File: src/rtl/shift_sub_div.sv
// Restoring shift-subtract mantissa divider: one quotient bit per clock.
// It returns floor(dividend * 2^25 / divisor), a sticky remainder flag and a divide-by-zero flag.
module shift_sub_div (
  input  logic        clk,
  input  logic        rst,
  input  logic        start,
  input  logic [23:0] dividend,
  input  logic [23:0] divisor,
  output logic        ready,
  output logic        busy,
  output logic        done,
  output logic [25:0] quotient,
  output logic        sticky,
  output logic        dz
);

  typedef enum logic [1:0] {
    IDLE = 2'd0,
    RUN  = 2'd1,
    DONE = 2'd2
  } state_t;

  state_t      state, state_next;
  logic [24:0] rem, rem_next;
  logic [23:0] dvsr;
  logic [25:0] q;
  logic [4:0]  cnt;
  logic        sticky_q, dz_q;
  logic [25:0] diff;
  logic        borrow;

  // The extra top bit of diff is the borrow out of the 25-bit subtract.
  assign diff     = {1'b0, rem} - {2'b00, dvsr};
  assign borrow   = diff[25];
  assign rem_next = borrow ? (rem << 1) : (diff[24:0] << 1);

  always_ff @(posedge clk or posedge rst) begin
    if (rst) state <= IDLE;
    else     state <= state_next;
  end

  always_comb begin
    state_next = state;
    ready      = 1'b0;
    busy       = 1'b0;
    done       = 1'b0;
    unique case (state)
      IDLE: begin
        ready = 1'b1;
        if (start) state_next = (divisor == '0) ? DONE : RUN;
      end
      RUN: begin
        busy = 1'b1;
        if (cnt == 5'd1) state_next = DONE;
      end
      DONE: begin
        done       = 1'b1;
        state_next = IDLE;
      end
      default: state_next = IDLE;
    endcase
  end

  always_ff @(posedge clk or posedge rst) begin
    if (rst) begin
      rem      <= '0;
      dvsr     <= '0;
      q        <= '0;
      cnt      <= '0;
      sticky_q <= 1'b0;
      dz_q     <= 1'b0;
    end else begin
      unique case (state)
        IDLE: begin
          if (start) begin
            sticky_q <= 1'b0;
            if (divisor == '0) begin
              dz_q <= 1'b1;
              q    <= '1;
            end else begin
              rem  <= {1'b0, dividend};
              dvsr <= divisor;
              q    <= '0;
              cnt  <= 5'd26;
              dz_q <= 1'b0;
            end
          end
        end
        RUN: begin
          q   <= {q[24:0], ~borrow};
          rem <= rem_next;
          cnt <= cnt - 5'd1;
          if (cnt == 5'd1) sticky_q <= (rem_next != '0);
        end
        default: ;
      endcase
    end
  end

  assign quotient = q;
  assign sticky   = sticky_q;
  assign dz       = dz_q;

endmodule
File: config.mk
export PLATFORM = sky130hd
export DESIGN_NAME = shift_sub_div
export DESIGN_NICKNAME = d
export VERILOG_FILES = /design/src/rtl/shift_sub_div.sv
export SDC_FILE = /design/constraint.sdc
export NUM_CORES = 1
export LEC_CHECK = 0
export CAP_MARGIN = 20
export CORE_AREA = 10 10 85 142
export DETAILED_ROUTE_END_ITERATION = 6
export DIE_AREA = 0 0 95 152
export PLACE_DENSITY = 0.8
export SKIP_CTS_REPAIR_TIMING = 1
export SYNTH_ARGS = -nofsm -noshare
export SYNTH_HDL_FRONTEND = slang
export SYNTH_SLANG_ARGS = --single-unit
File: constraint.sdc
create_clock -name clk -period 7.9 [get_ports clk]
set_input_delay 0.79 -clock clk [delete_from_list [all_inputs] [get_ports clk]]
set_output_delay 0.79 -clock clk [all_outputs]
set_load 0.1 [all_outputs]
Word-level counts from Yosys, hierarchy flattened:

Cells that the tools add are included.

* add/subtract/negate cells: 2
* eq/ne operators: 6
* mux-type cells: 21
* bitwise logic cells: 2
* reductions and logical operators: 10

Operator list (count)
* 25-bit two-way mux: 3
* 26-bit two-way mux: 2
* 26-bit one-hot mux with 2 select lines: 1
* 25-bit one-hot mux with 2 select lines: 1
* 25-bit by 24-bit subtractor with 26-bit output: 1
* 25-bit nonzero test: 1
* 24-bit logical NOT: 1
* 5-bit two-way mux: 2
* 5-bit one-hot mux with 2 select lines: 1
* 3-bit AND reduction: 3
* 1-bit two-way mux: 6
* 2-bit two-way mux: 3
* 2-bit inequality test (second input constant): 3
* 2-bit AND reduction: 3
* 5-bit by 1-bit equality test with 1-bit output (second input constant): 1
* 5-bit by 1-bit subtractor with 5-bit output (second input constant): 1
* 2-bit one-hot mux with 2 select lines: 1
* 2-bit by 1-bit equality test with 1-bit output (second input constant): 1
* 2-bit equality test (second input constant): 1
* 2-bit logical NOT: 1
* 1-bit NOT: 2
* 1-bit one-hot mux with 2 select lines: 1
* 2-bit nonzero test: 1

* bits in registers: 84
* input bits: 51
* output and inout port bits: 31

Longest topological paths before layout:

Gate-level depths: netlist (run 1).

* depth after elaboration: 5
* depth in mapped cells: 14

Least setup slack after synthesis (run 1):

OpenSTA, ideal clock, no wires.

* path kind: register to register
* start: reg state[0]
* end: reg q[0], in the netlist quotient[0]
* setup time: 83 ps
* data arrival time: 2895 ps
* required time: 7817 ps
* setup slack: 4922 ps
* cell stages (with the launch flop): 7
* clock period less this slack: 2978 ps
* cells stage by stage: dfrtp_1 nor2_1 nand2_1 nor2_1 clkbuf_1 a21oi_1 o21ai_0

* word-level cells in the longest chain between the ends: 3

Ends and longest elaborated chain
* start, declared: line 23 `state_t state, state_next;`
* start signal, assigned: line 39 `else state <= state_next;`
* 2-bit by 1-bit equality test with 1-bit output / 2-bit logical NOT (equally long branches): line 73 `unique case (state)`
* 2-bit nonzero test (no line) / 2-bit inequality test (equally long branches)
* 2-bit AND reduction (no line)
* end signal, assigned: line 90 `q <= {q[24:0], ~borrow};`
* end, declared: line 26 `logic [25:0] q;`

Parallel ways exist; a longest one is shown, timed or not.
A chain may end at the register's enable or synchronous reset.

Worst setup path after layout (run 1):

* start: reg state[1]
* end: out busy

* word-level cells in the longest chain between the ends: 2

Ends and longest elaborated chain
* 2-bit by 1-bit equality test with 1-bit output: line 47 `unique case (state)`
* 1-bit two-way mux: line 47
* end, declared: line 10 `output logic busy,`

Every way passes these cells.

==> results of run 1 <==
synth_stat cells (4+ instances only):
library cell / number
dfrtp_1: 84
nand2_1: 52
o21ai_0: 51
inv_1: 36
nor2_1: 36
clkbuf_1: 28
a21oi_1: 26
ha_1: 26
a221o_1: 25
mux2i_1: 22
nand3_1: 21
xnor2_1: 13
a32oi_1: 12
a21o_1: 11
nor4_1: 11
a211oi_1: 10
a31oi_1: 9
nor3_1: 8
xor2_1: 8
nand2b_1: 7
and2_1: 5
nor2b_1: 5
o21ai_1: 4
final timing paths:
check,slack (ps),cells past startpoint,end
min in group asynchronous,850,3,rem[23]$_DFFE_PP0P_
max in group asynchronous,6450,4,cnt[3]$_DFFE_PP0P_
min reg2reg,490,1,dz$_DFFE_PP0P_
min,490,1,dz$_DFFE_PP0P_
max,4100,4,busy
max reg2reg,4370,13,sticky$_DFFE_PP0P_
flip-flops by register name (all words and copies together), names as in the netlist:
register  count
quotient     26
rem          25
dvsr         24
cnt           5
state         2
dz            1
sticky        1
final cells by class:
cell class              count  area share (%)
clock buffers              12            3.84
clock inverters             4           0.390
inverters                  37            2.18
multi-input cells         417            44.4
flip-flops and latches     84            32.7
well taps                 125            2.44
repair buffers             90            14.0
metrics by stage:
stage / std cells / util [%] / hold WS (ps) / instance area, sq um
6_report: 769 / 66.0 / 487 / 6420
2_1_floorplan: 570 / - / 450 / 5210
3_5_place_dp: 752 / 62.9 / 473 / 6120
4_1_cts: 768 / 65.7 / 486 / 6390
3_3_place_gp: 752 / 62.9 / 466 / 6120
5_1_grt: 769 / 66.0 / 511 / 6420
cell families after synthesis:
kind of cell | synth area share, %
compound gates | 23.9
simple gates | 15.4
flops | 40.3
buf+inv | 5.09
fa+ha+maj | 6.63
mux | 5.09
xor+xnor | 3.53
routing by layer:
| metal | share of wire, % | routed length, um | up-vias | track usage (%) |
|---|---|---|---|---|
| met1 | 38 | 5730 | 2293 | 22.5 |
| li1 | - | - | 2253 | - |
| met4 | 4.2 | 632 | 0 | 11.0 |
| met2 | 52 | 7760 | 178 | 36.0 |
| met5 | 0 | 0 | - | 0 |
| met3 | 5.4 | 805 | 48 | 4.39 |
==> impl_metrics.json, run 1 <==
{
  "syn_avg_cell_area_sq_um": 9.14,
  "syn_nets": 648,
  "hold_viol": 0,
  "final_common_cell": "dfrtp_1",
  "status": "completed",
  "synth.area.top_cells": "dfrtp_1, ha_1, o21ai_0",
  "num_rows": 48,
  "die_w_um": 95,
  "insertion_delay_ps": 340,
  "layout-drive-gt1-share_pct": 5.12,
  "startpoint": "state[1]$_DFFE_PP0P_",
  "vias_per_cell": 6.21,
  "maxCapViolations": 0,
  "min-delay-start": "dz$_DFFE_PP0P_",
  "crit_fanout": 44,
  "avgRoutedWirePerCell_um": 19.4,
  "path_buf_inv": 3,
  "die_height_um": 152,
  "crit_path_end_kind": "output pin",
  "fin_tns_setup_ps": 0,
  "top_level_ports": 82,
  "cp.arrival_ps": 3010,
  "critical-path-top-delay-family": "buffers and inverters",
  "port_buffers": 81,
  "netlist_instances": 570,
  "crit_type": "reg2out",
  "synth_top_cell_by_area": "dfrtp_1",
  "fillerInstances": 824,
  "drc_errors": 0,
  "rsz0062_at_grt": "false",
  "dp_slack_ps": 4300,
  "htreeDepth": 3,
  "synthFlopType": "dfrtp_1",
  "grt-ovfl-total": 0,
  "rr_startpoint": "rem[0]$_DFFE_PP0P_",
  "drt_wl_total_um": 14900,
  "slowest_stage": "clkdlybuf4s50_1",
  "coreArea_sq_mm": 0.00973,
  "slew_headroom_pct": 33.9,
  "setup_viol": 0,
  "fin_crit_sh_pct": 48.1,
  "cts-root-buf": "clkbuf_16",
  "cts.sinks": 84,
  "floorplan.initialDensity_pct": 53.5,
  "grt_pass1_vias": 4783,
  "layout_common_cells": "dfrtp_1, clkdlybuf4s50_1, nand2_1",
  "grt_pass1_wl_um": 24000,
  "cts_tree": "built",
  "antenna_cells": 0,
  "numCtsBuffers": 9,
  "drtPass1Iterations": 5,
  "critPathMaxStageDelay_ps": 1270,
  "synth_enable_flop_cells": 0,
  "ys_ff_latch": 84,
  "synth.distinct_cells": 61,
  "layout.nets": 717,
  "ctsLongestPathBuffers": 2,
  "yosysSeqAreaShare_pct": 40.3,
  "ant_nets": 0,
  "register_area_sq_mm": 0.00210,
  "synth_top_area_share_pct": 40.3,
  "gr-usage-all-layers_pct": 20.7,
  "finalMaxSlewViolations": 0,
  "grt_max_degree": 85,
  "hpwl_um": 11000,
  "cp.required_ps": 7110,
  "syn_area_sq_mm": 0.00521,
  "worst_slack_ps": 4100,
  "clock_skew_ps": 6.85,
  "tightest_slew_ps": 988,
  "worstPathCellList": "nand2b_1 > buf_4 > inv_2 > clkdlybuf4s50_1",
  "antenna_found_initial": 0,
  "fmax_mhz": 263,
  "yosys_warnings": 0,
  "startpoint_type": "flop",
  "post-route-min-period_ps": 3800,
  "drtIter0Drc": 336,
  "clk_pin_slew_ps": 60,
  "syn2layout_area_growth_pct": 23.2,
  "multi_input_area_sq_mm": 0.00285,
  "gp_congestion": 0.956,
  "die-area_sq_mm": 0.0144,
  "hold_class": "reg2reg",
  "vias": 4772,
  "async_reset_ff_share_pct": 100
}
Power of run 1 is not shown: default switching activity piles up to over one toggle a cycle in this logic, so the estimate is an artifact.
==> inputs of run 2 (changes only) <==
--- a/config.mk
+++ b/config.mk
@@ -6,10 +6,10 @@
 export NUM_CORES = 1
 export LEC_CHECK = 0
 export CAP_MARGIN = 20
-export CORE_AREA = 10 10 85 142
+export CORE_AREA = 10 10 89 150
 export DETAILED_ROUTE_END_ITERATION = 6
-export DIE_AREA = 0 0 95 152
-export PLACE_DENSITY = 0.8
+export DIE_AREA = 0 0 99 160
+export PLACE_DENSITY = 0.76
 export SKIP_CTS_REPAIR_TIMING = 1
 export SYNTH_ARGS = -nofsm -noshare
 export SYNTH_HDL_FRONTEND = slang
==> constraint.sdc (replaced) <==
create_clock -name clk -period 3.1 [get_ports clk]
set_input_delay 0.31 -clock clk [delete_from_list [all_inputs] [get_ports clk]]
set_output_delay 0.31 -clock clk [all_outputs]
set_load 0.1 [all_outputs]
==> run 2 against run 1 <==
Effect of this change: flip-flop and latch count unchanged; register-to-register slack worse by 4300 ps; clock skew down 1.3 ps; worst setup slack worse by 4000 ps; global-route usage up 0.22 points; highest routed layer unchanged.
==> impl_metrics.json, run 2 (same netlist as run 1, synthesis figures left out) <==
{
  "status": "completed",
  "hold_viol": 0,
  "layout_common_cells": "dfrtp_1, clkdlybuf4s50_1, buf_4",
  "critPathMaxStageDelay_ps": 530,
  "insertion_delay_ps": 350,
  "antenna_found_initial": 0,
  "cts_tree": "built",
  "wl_met3_um": 754,
  "coreArea_sq_mm": 0.0109,
  "rsz0062_at_grt": "true",
  "ant_nets": 0,
  "slew_headroom_pct": 32.8,
  "cts-root-buf": "clkbuf_16",
  "grt_pass1_wl_um": 27000,
  "crit_fanout": 6,
  "top_level_ports": 82,
  "wl_met1_um": 6460,
  "cp.required_ps": 3320,
  "numCtsBuffers": 9,
  "post-route-min-period_ps": 3040,
  "drtPass1Iterations": 5,
  "layout.nets": 765,
  "ctsLongestPathBuffers": 2,
  "maxCapViolations": 0,
  "port_buffers": 81,
  "fin_tns_setup_ps": 0,
  "cp.arrival_ps": 3260,
  "die_w_um": 99,
  "largest_reg_flops": 26,
  "clock_skew_ps": 5.51,
  "clk_pin_slew_ps": 60,
  "antenna_cells": 0,
  "drt_wl_total_um": 16900,
  "finalMaxSlewViolations": 0,
  "htreeDepth": 3,
  "gp_congestion": 0.985,
  "syn2layout_area_growth_pct": 33.5,
  "grt_max_degree": 85,
  "startpoint_type": "flop",
  "num_rows": 51,
  "grt_pass1_vias": 5253,
  "hold_class": "in2async",
  "worstPathCellList": "ha_2 > a21oi_1 > nand2b_1 > a311oi_2 > o211ai_1 > nand2_1 > buf_4 > a31oi_4 > or4b_1 > o21ai_1 > and4bb_1 > a31oi_1",
  "drc_errors": 0,
  "grt-ovfl-total": 0,
  "drtIter0Drc": 352,
  "hpwl_um": 12700,
  "tightest_slew_ps": 1000,
  "layout-drive-gt1-share_pct": 15.8,
  "dp_cells": 808,
  "final_cells": 823,
  "crit_path_end_kind": "flop",
  "fin_crit_sh_pct": 98.1,
  "dr_wl_met2_um": 9030,
  "floorplan.initialDensity_pct": 47.7,
  "die_height_um": 160,
  "top_layer": "met4",
  "crit_type": "reg2reg",
  "cts.sinks": 84,
  "die-area_sq_mm": 0.0158,
  "final_common_cell": "dfrtp_1",
  "fmax_mhz": 329,
  "vias": 5047,
  "avgRoutedWirePerCell_um": 20.6,
  "holdWs_ps": 372,
  "slowest_stage": "or4b_1",
  "vias_per_cell": 6.13,
  "r2r.worst_path.cells": 12,
  "gr-usage-all-layers_pct": 21.0,
  "setup_viol": 0
}
[run 2: cell types whose count changed in the layout (fill, tap and decap cells not counted), moves of 3 or more]
cell             previous run  this run
buf_4                       8        61
clkdlybuf4s50_1            81        73
a31oi_1                     9         6
a31oi_2                     0         3
buf_12                      0         3
o21ai_1                     4         1
o21ai_2                     0         3
[run 2: final cells by class]
class                   instances  area (sq um)
repair buffers                138          1280
multi-input cells             417          2950
flip-flops and latches         84          2100
clock buffers                  10           239
fillers                       895          3960
inverters                      37           140
clock inverters                 5          85.1
well taps                     132           165
[run 2: metal layers]
metal | up-vias | GRT usage [%]
li1 | 2341 | -
met1 | 2457 | 23.0
met2 | 202 | 37.1
met3 | 47 | 4.02
met4 | 0 | 10.1
met5 | - | 0
[run 2: final timing paths]
path	start	end	slack, ps
max in group asynchronous	rst	rem[10]$_DFFE_PP0P_	2330
setup reg to reg	rem[3]$_DFFE_PP0P_	sticky$_DFFE_PP0P_	60
min in group clk	dz$_DFFE_PP0P_	dz$_DFFE_PP0P_	490
hold reg to reg	dz$_DFFE_PP0P_	dz$_DFFE_PP0P_	490
hold / removal	rst	dvsr[20]$_DFFE_PP0P_	370
setup / recovery	rem[3]$_DFFE_PP0P_	sticky$_DFFE_PP0P_	60
[run 2: critical path: cells and delay by family (launching register included)]
family          cells  cell delay [ps]
buf+inv             1              140
fa+ha+maj           1              390
simple gates        4             1080
flops               1              390
compound gates      6              900
[run 2: through the flow]
step,setup WS (ps),cell area (sq um),util [%]
floorplan,122,5210,-
finish,59.6,6960,63.7
CTS,-87.3,6860,62.8
global placement,-84.1,6510,59.6
detailed placement,-62.8,6530,59.9
global route,-92.5,6960,63.7
Power of run 2 is left out for the same reason.
==> inputs of run 3 (changes only) <==
--- a/config.mk
+++ b/config.mk
@@ -5,11 +5,11 @@
 export SDC_FILE = /design/constraint.sdc
 export NUM_CORES = 1
 export LEC_CHECK = 0
+export ABC_AREA = 1
 export CAP_MARGIN = 20
-export CORE_AREA = 10 10 89 150
+export CORE_AREA = 10 10 108 183
 export DETAILED_ROUTE_END_ITERATION = 6
-export DIE_AREA = 0 0 99 160
-export PLACE_DENSITY = 0.76
+export DIE_AREA = 0 0 118 193
 export SKIP_CTS_REPAIR_TIMING = 1
 export SYNTH_ARGS = -nofsm -noshare
 export SYNTH_HDL_FRONTEND = slang
==> run 3 against run 2 <==
Effect of this change: count of clock-buffer cells in the layout stayed put; worst setup slack better by 380 ps; highest routed layer unchanged; final cell count is 39% higher; register-to-register slack better by 380 ps; via count is 8.9% higher; global-route usage is 5.3 points lower; synthesized cell count is 46% higher; sequential share of layout area is 1.1 points lower; die area is 44% higher; routed wire length is 3.6% higher; clock skew is 4.8 ps higher; critical endpoint unchanged.
==> impl_metrics.json, run 3 <==
{
  "status": "completed",
  "drtIter0Drc": 292,
  "synthTopCellsByCount": "nand2_1, inv_1, dfrtp_1",
  "slew_headroom_pct": 33.8,
  "startpoint_type": "flop",
  "worstPathCellList": "ha_1 > a21oi_1 > nor2_1 > nor2_1 > nand2_1 > inv_1 > nand3_4 > buf_12 > nand2_1 > nand2_1 > inv_1 > nand2_1 > nor2_1 > nand2_1 > nor2_1 > nand2_1 > nand2_1 > nand2_1",
  "num_rows": 63,
  "crit_fanout": 17,
  "layout_common_cells": "nand2_1, inv_1, dfrtp_1",
  "largest_reg_flops": 26,
  "drc_errors": 0,
  "rsz0062_at_grt": "false",
  "setup_viol": 0,
  "synth.distinct_cells": 42,
  "fin_crit_sh_pct": 85.9,
  "post-route-min-period_ps": 2660,
  "path_common_cell": "nand2_1",
  "floorplan.initialDensity_pct": 34.4,
  "fin_tns_setup_ps": 0,
  "yosys_warnings": 0,
  "drt_wl_total_um": 17500,
  "grt_pass1_vias": 5869,
  "grt-ovfl-total": 0,
  "syn_area_sq_mm": 0.00576,
  "layout-drive-gt1-share_pct": 8.26,
  "crit_type": "reg2reg",
  "antenna_found_initial": 0,
  "worstSetupPathDepth": 18,
  "yosysSeqAreaShare_pct": 36.5,
  "cts-root-buf": "clkbuf_16",
  "synth.area.top_cells": "dfrtp_1, nand2_1, inv_1",
  "syn2layout_area_growth_pct": 25.3,
  "async_reset_ff_share_pct": 100,
  "cp.required_ps": 3330,
  "insertion_delay_ps": 340,
  "htreeDepth": 3,
  "cts_tree": "built",
  "ys_ff_latch": 84,
  "synth_top_cell_by_area": "dfrtp_1",
  "avgRoutedWirePerCell_um": 15.3,
  "path_buf_inv": 3,
  "synth_enable_flop_cells": 0,
  "final_common_cell": "nand2_1",
  "vias_per_cell": 4.79,
  "syn_nets": 909,
  "hpwl_um": 14100,
  "critPathMaxStageDelay_ps": 400,
  "cp.arrival_ps": 2890,
  "ctsLongestPathBuffers": 2,
  "synth_top_area_share_pct": 36.5,
  "ant_nets": 0,
  "clock_skew_ps": 10.4,
  "hold_viol": 0,
  "grt_max_degree": 49,
  "top_level_ports": 82,
  "rr_endpoint": "sticky$_DFFE_PP0P_",
  "r2r.worst_path.cells": 18,
  "netlist_instances": 831,
  "critical-path-top-delay-family": "simple AND/OR/NAND/NOR gates",
  "ff2ff_setup_slack_ps": 440,
  "synthFlopType": "dfrtp_1",
  "maxCapViolations": 0,
  "die_w_um": 118,
  "clk_pin_slew_ps": 70,
  "hold_class": "in2async",
  "finalMaxSlewViolations": 0,
  "gr-usage-all-layers_pct": 15.6,
  "syn_avg_cell_area_sq_um": 6.93,
  "gp_congestion": 0.925,
  "rr_startpoint": "rem[22]$_DFFE_PP0P_",
  "drtPass1Iterations": 5,
  "crit_path_end_kind": "flop",
  "cts.sinks": 84,
  "post-synth-top-count-cell": "nand2_1",
  "die-area_sq_mm": 0.0228,
  "coreArea_sq_mm": 0.0167,
  "die_height_um": 193,
  "antenna_cells": 0,
  "grt_pass1_wl_um": 29100,
  "tightest_slew_ps": 990,
  "layout.nets": 993,
  "vias": 5497,
  "port_buffers": 81,
  "numCtsBuffers": 9,
  "fmax_mhz": 375,
  "slowest_stage": "dfrtp_1"
}
## run 3: cell types whose count changed after synthesis, moves of 11 or more
cell	change
nand2_1	+223
o221ai_1	+32
clkbuf_1	-12
inv_1	+123
a32oi_1	-12
a221o_1	-25
nand2_2	+11
nand3_1	+37
mux2i_1	-20
o21ai_0	-18
xnor2_1	-11
## run 3: cell families (layout without fill, tap and decap cells)
| logic type | Yosys count | in the layout | share of synthesized area [%] |
|---|---|---|---|
| simple gates | 418 | 418 | 31.1 |
| buf+inv | 190 | 279 | 12.8 |
| compound gates | 101 | 101 | 11.8 |
| flops | 84 | 84 | 36.5 |
| fa+ha+maj | 27 | 27 | 6.00 |
| xor+xnor | 9 | 9 | 1.37 |
| mux | 2 | 2 | 0.348 |
## run 3: layout make-up
cell class	instances	area, sq um
Timing Repair Buffer	96	928
Sequential cell	84	2100
Inverter	167	628
Fill cell	1781	9500
Tap cell	227	284
Multi-Input combinational cell	557	2920
Clock inverter	6	118
Clock buffer	10	239
## run 3: per-stage QoR
step / utilization, % / std cells / setup WS (ps) / hold slack [ps] / instance area, sq um
finish: 43.2 / 1147 / 437 / 362 / 7210
global route: 43.2 / 1147 / 226 / 414 / 7210
CTS: 43.2 / 1147 / 438 / 374 / 7210
detailed placement: 41.0 / 1131 / 448 / 468 / 6860
global placement: 41.0 / 1131 / 484 / 468 / 6860
floorplan: - / 831 / 181 / 431 / 5760
## run 3: worst max-delay path by stage
stage / start / end / slack (ps)
after floorplan: state[0]$_DFFE_PP0P_ / rem[11]$_DFFE_PP0P_ / 180
after global placement: rem[22]$_DFFE_PP0P_ / sticky$_DFFE_PP0P_ / 480
after detailed placement: rem[22]$_DFFE_PP0P_ / sticky$_DFFE_PP0P_ / 450
after CTS: rem[22]$_DFFE_PP0P_ / sticky$_DFFE_PP0P_ / 440
after global routing: rem[4]$_DFFE_PP0P_ / sticky$_DFFE_PP0P_ / 230
final: rem[22]$_DFFE_PP0P_ / sticky$_DFFE_PP0P_ / 440
## run 3: metal layers
| layer | up-vias | global-route usage (%) | wire length (um) |
|---|---|---|---|
| met4 | 0 | 6.64 | 530 |
| met5 | - | 0 | 0 |
| met2 | 126 | 30.0 | 9490 |
| li1 | 2801 | - | - |
| met3 | 31 | 3.21 | 824 |
| met1 | 2539 | 16.0 | 6690 |
Power of run 3 is left out for the same reason.
